`src/rtl/btn_debounce_pkg.sv`:
```
// btn_debounce_pkg: shared FSM encoding, timing defaults and counter width helper
package btn_debounce_pkg;

    typedef enum logic [1:0] {
        IDLE        = 2'd0,
        ARM_PRESS   = 2'd1,
        HELD        = 2'd2,
        ARM_RELEASE = 2'd3
    } state_t;

    localparam int DEF_STABLE_CYCLES = 1000000;
    localparam int DEF_REPEAT_DELAY  = 50000000;
    localparam int DEF_REPEAT_PERIOD = 10000000;

    function automatic int cnt_width(input int a, input int b, input int c);
        int m;
        m = (a > b) ? a : b;
        m = (m > c) ? m : c;
        return $clog2(m + 1);
    endfunction

endpackage

```
`src/rtl/sync_2ff.sv`:
```
// sync_2ff: two-flop synchroniser for one asynchronous bit
// Ports: clk, rst_n (async active-low, clears both flops), d (async input), q (synchronised output)
module sync_2ff (
    input  logic clk,
    input  logic rst_n,
    input  logic d,
    output logic q
);
    logic meta;
    always_ff @(posedge clk or negedge rst_n)
        if (!rst_n) {q, meta} <= 2'b00;
        else        {q, meta} <= {meta, d};
endmodule

```
`src/rtl/btn_debounce_pulse.sv`:
```
// btn_debounce_pulse: synchronise, debounce and edge-pulse a raw push button
// Ports: clk, rst_n (async active-low), btn_in (raw async button, active-high),
//        btn_level (debounced level), press_pulse (1-cycle accepted press / auto-repeat),
//        release_pulse (1-cycle accepted release)
// Optional: define BTN_DEBOUNCE_AUTOREPEAT_EN for periodic press_pulse while held.
module btn_debounce_pulse
    import btn_debounce_pkg::*;
#(
    parameter int STABLE_CYCLES = DEF_STABLE_CYCLES,
    parameter int REPEAT_DELAY  = DEF_REPEAT_DELAY,
    parameter int REPEAT_PERIOD = DEF_REPEAT_PERIOD
) (
    input  logic clk,
    input  logic rst_n,
    input  logic btn_in,
    output logic btn_level,
    output logic press_pulse,
    output logic release_pulse
);
    localparam int CNT_W = cnt_width(STABLE_CYCLES, REPEAT_DELAY, REPEAT_PERIOD);
    localparam logic [CNT_W-1:0] STABLE_LAST = CNT_W'(STABLE_CYCLES - 1);

    logic             btn_sync;
    state_t           state;
    logic [CNT_W-1:0] cnt;
    logic [CNT_W-1:0] cnt_inc;

    sync_2ff u_sync (.clk(clk), .rst_n(rst_n), .d(btn_in), .q(btn_sync));

    // saturating increment: an overflow holds instead of wrapping
    always_comb cnt_inc = (&cnt) ? cnt : cnt + 1'b1;

`ifdef BTN_DEBOUNCE_AUTOREPEAT_EN
    localparam logic [CNT_W-1:0] REPEAT_FIRST = CNT_W'(REPEAT_DELAY - 1);
    localparam logic [CNT_W-1:0] REPEAT_NEXT  = CNT_W'(REPEAT_PERIOD - 1);
    logic rep_phase;
    logic rep_hit;
    always_comb rep_hit = cnt == (rep_phase ? REPEAT_NEXT : REPEAT_FIRST);
    // rep_phase marks that the initial delay has elapsed; any exit from HELD clears it
    always_ff @(posedge clk or negedge rst_n)
        if (!rst_n) rep_phase <= 1'b0;
        else        rep_phase <= state == HELD && btn_sync && (rep_phase || rep_hit);
`endif

    always_ff @(posedge clk or negedge rst_n) begin
        if (!rst_n) begin
            state         <= IDLE;
            cnt           <= '0;
            btn_level     <= 1'b0;
            press_pulse   <= 1'b0;
            release_pulse <= 1'b0;
        end else begin
            press_pulse   <= 1'b0;
            release_pulse <= 1'b0;
            case (state)
                IDLE:
                    if (btn_sync) begin
                        state <= ARM_PRESS;
                        cnt   <= '0;
                    end
                ARM_PRESS:
                    if (!btn_sync) begin
                        state <= IDLE;
                        cnt   <= '0;
                    end else if (cnt == STABLE_LAST) begin
                        state       <= HELD;
                        cnt         <= '0;
                        btn_level   <= 1'b1;
                        press_pulse <= 1'b1;
                    end else cnt <= cnt_inc;
                HELD:
                    if (!btn_sync) begin
                        state <= ARM_RELEASE;
                        cnt   <= '0;
                    end
`ifdef BTN_DEBOUNCE_AUTOREPEAT_EN
                    else if (rep_hit) begin
                        cnt         <= '0;
                        press_pulse <= 1'b1;
                    end else cnt <= cnt_inc;
`endif
                ARM_RELEASE:
                    if (btn_sync) begin
                        state <= HELD;
                        cnt   <= '0;
                    end else if (cnt == STABLE_LAST) begin
                        state         <= IDLE;
                        cnt           <= '0;
                        btn_level     <= 1'b0;
                        release_pulse <= 1'b1;
                    end else cnt <= cnt_inc;
            endcase
        end
    end
endmodule

```
`config.mk`:
```
export PLATFORM = sky130hd
export DESIGN_NAME = btn_debounce_pulse
export DESIGN_NICKNAME = d
export VERILOG_FILES = /design/src/rtl/btn_debounce_pkg.sv /design/src/rtl/sync_2ff.sv /design/src/rtl/btn_debounce_pulse.sv
export SDC_FILE = /design/constraint.sdc
export NUM_CORES = 1
export LEC_CHECK = 0
export ABC_AREA = 1
export CAP_MARGIN = 25
export CORE_ASPECT_RATIO = 1.1
export CORE_MARGIN = 8
export CORE_UTILIZATION = 61
export DETAILED_ROUTE_END_ITERATION = 6
export GPL_TIMING_DRIVEN = 0
export HOLD_SLACK_MARGIN = 0.03
export PLACE_DENSITY = 0.76
export SYNTH_ARGS = -nofsm -noshare
export SYNTH_HDL_FRONTEND = slang
export SYNTH_SLANG_ARGS = --single-unit
```
`constraint.sdc`:
```
create_clock -name clk -period 3.3 [get_ports clk]
set_input_delay 0.33 -clock clk [delete_from_list [all_inputs] [get_ports clk]]
set_output_delay 0.33 -clock clk [all_outputs]
set_load 0.02 [all_outputs]
```
==> metrics.txt <==
crit-path cells ha_1 -> nand2_2 -> nor2_4 -> nand2_4 -> nor2_8 -> nand4_4 -> buf_6 -> a21oi_1 -> a21oi_2; worst rel slew slack 49.9%; max cap viols 0; Setup WS pre-CTS 1.36 ns; initial antenna violation count 0; EDFF count, synth 0; vias in the first global route 2065; TritonCTS Buffers 5; main flop type after synthesis dfrtp_1; worst vdd ir 0.280 mV; final design utilization between 60% and 70%; Post-synth ARST share 100%; Yosys top cell by area dfrtp_1; synthesized instance count 343; top area cells in the synthesized netlist dfrtp_1 35%, nand2_1 16%, nand3_1 10%; critical path depth in cells 9; Yosys warning count 0; CORE AREA 3650 µm²; Worst setup endpoint cnt[23]$_DFFE_PN0P_; Worst-Margin Slew 0.751 ns; DRC 0; Chip Height approximately 80 µm; CTS HTree Levels 2; Sum Neg Setup Slack 0 ns; multi-input logic area 1290 µm²; Slew Limit Fails 0; kind of critical path reg -> reg; crit path capture type flip-flop; pwr dens between 300 and 400 nW/µm²; largest net degree at the start of global routing 34; PortBufs 5; FF-to-FF End cnt[23]$_DFFE_PN0P_; Starting Density 64.1%; die area 6080 µm²; FF+latch count, synth 33; num ports 6; DR vias 2253; fraction of the cycle the final worst path needs 59.4%; FMAX about 500 MHz; total congestion overflow 0; CP max FO 10; post-CTS sizing 0; Crit path required time ~3.5 ns; n_diodes 0; syn_nets 347; status finished, final reports clean; fin nets roughly 360; ANT nets after route 0; Leak 1.15 nW; GP Congestion 0.954; Cell variety after synth 29; first drt pass iteration count 6; Synth top area share 35.3%; clk_skew 0.00390 ns; Worst EP arrival 2.13 ns; Crit-path slowest cell dfrtp_1; Final Critical Period around 2 ns; fraction of layout cells with a size suffix above 1 15.4%; clk buf depth 2; CTS tree built; FP Rows 23; Avg Inst Size Synth approximately 6.8 µm²; Final WS setup 1.34 ns; Register Area 826 µm²; Startpoint Class flip-flop; Area growth, synth to finish 8.93%; overall routed net length 5.67 mm; detailed-placement wirelength estimate 4.20 mm; WL per Instance about 14 µm; worst skew pair latency 0.29 ns; worst path buffer plus inverter count 1; r2r setup slk about 1.3 ns; final-report hold violation count 0; Crit path largest cell delay 0.43 ns; Total GRT Usage about a fifth; Via density about 5.5; post-synthesis sequential area ratio between 30% and 40%; critical path startpoint cnt[0]$_DFFE_PN0P_; reg2reg start cnt[0]$_DFFE_PN0P_; Hold Path Class in -> async; final setup violation count 0; CTS root buf clkbuf_8; RSZ-0062 raised after global routing false; filler instances 327; clk sinks 33; Cell Area, Synth between 2000 and 2500 µm²; post-cts hold buffer count 0; DR iter-0 viols 211; worst reg-to-reg path cell count 9; Setup Buffers After CTS 0; delay-heaviest family, CP simple AND/OR/NAND/NOR gates; clk slew on worst S/H paths 0.07 ns; Die W approximately 75 µm; first-pass GRT wire length 9.52 mm
-- placed cells by master (no fill, tap or decap) --
master	n
nand4_1	8
nand2_2	9
buf_4	1
buf_6	4
xor2_1	1
clkdlybuf4s50_1	4
o21ai_0	1
nor2_1	39
nor2_2	6
xnor2_1	1
clkinv_2	1
inv_1	37
clkbuf_8	7
dfrtp_1	33
nand2_4	1
nor3_1	9
a21oi_1	6
nand3_2	6
ha_1	1
nand2_1	102
nand3_1	47
nor2_4	2
nor2_8	1
a21oi_2	6
buf_2	3
inv_2	6
nand4_4	1
nand3b_1	1
o21ai_1	7
o211ai_1	3
o21bai_1	1
o211ai_2	1
-- worst min path at each step --
stage	startpoint	end	slack [ns]
5_1_grt	rst_n	u_sync.q$_DFF_PN0_	0.17
2_1_floorplan	rst_n	async pin	0.03
6_report	rst_n	cnt[2]$_DFFE_PN0P_	0.10
3_3_place_gp	u_sync.meta$_DFF_PN0_	u_sync.q$_DFF_PN0_	0.34
3_5_place_dp	u_sync.meta$_DFF_PN0_	u_sync.q$_DFF_PN0_	0.34
4_1_cts	rst_n	cnt[0]$_DFFE_PN0P_	0.13
-- routing by layer --
layer	vias to the layer above	track usage, %	part of all wire [%]	routed length (µm)
li1	1126	-	-	-
met1	1043	25.2	43	2460
met2	70	34.1	48	2740
met3	14	4.43	6.0	338
met4	0	7.65	2.3	128
met5	-	0	0	0
-- report_power, final --
group	switching, mW	internal, mW	total, mW
Sequential	0.00437	0.408	0.413
Clock	0.153	0.189	0.342
Combinational	0.0322	0.0130	0.0451
-- synthesized netlist by cell type, types with 2 or more instances --
cell	instances
a21oi_1	6
a21oi_2	6
buf_2	2
buf_6	4
dfrtp_1	33
inv_1	37
inv_2	6
nand2_1	102
nand2_2	9
nand3_1	47
nand3_2	6
nand4_1	8
nor2_1	39
nor2_2	6
nor2_4	2
nor3_1	9
o211ai_1	3
o21ai_1	7
-- through the flow --
stage	instances	instance area, µm²	power, mW	hold slack (ns)
3_3_place_gp	398	2450	0.466	0.345
5_1_grt	406	2550	0.823	0.165
3_5_place_dp	398	2450	0.466	0.338
6_report	406	2550	0.799	0.105
2_1_floorplan	343	2340	0.447	0.0344
4_1_cts	406	2550	0.803	0.128
-- state kept, by name (all words and copies together) (netlist names), named ones only --
register	count
u_sync.q	1
press_pulse	1
btn_level	1
state	1
release_pulse	1
u_sync.meta	1
cnt	26
-- final cells by class --
type	instances	area share, %
Multi-Input combinational cell	260	50.6
Tap cell	50	2.45
Sequential cell	33	32.4
Clock buffer	7	3.78
Timing Repair Buffer	5	1.77
Clock inverter	1	0.196
Buffer	7	2.45
Inverter	43	6.33
-- worst register-to-register path: stages, from the launching register on --
cell     delay (ns)
dfrtp_1        0.43
ha_1           0.23
nand2_2        0.09
nor2_4         0.20
nand2_4        0.12
nor2_8         0.12
nand4_4        0.19
buf_6          0.22
a21oi_1        0.18
a21oi_2        0.05
-- cells by family (layout without fill, tap and decap cells) --
family | after synthesis | after routing | synth area share (%)
AND/OR/NAND/NOR | 232 | 232 | 46.8
buffers and inverters | 50 | 63 | 9.57
flip-flops | 33 | 33 | 35.3
AO/OA/AOI/OAI | 25 | 25 | 7.05
XOR/XNOR | 2 | 2 | 0.748
adder cells (fa/ha/maj) | 1 | 1 | 0.534
No activity file was read; power rests on OpenSTA's default activity.
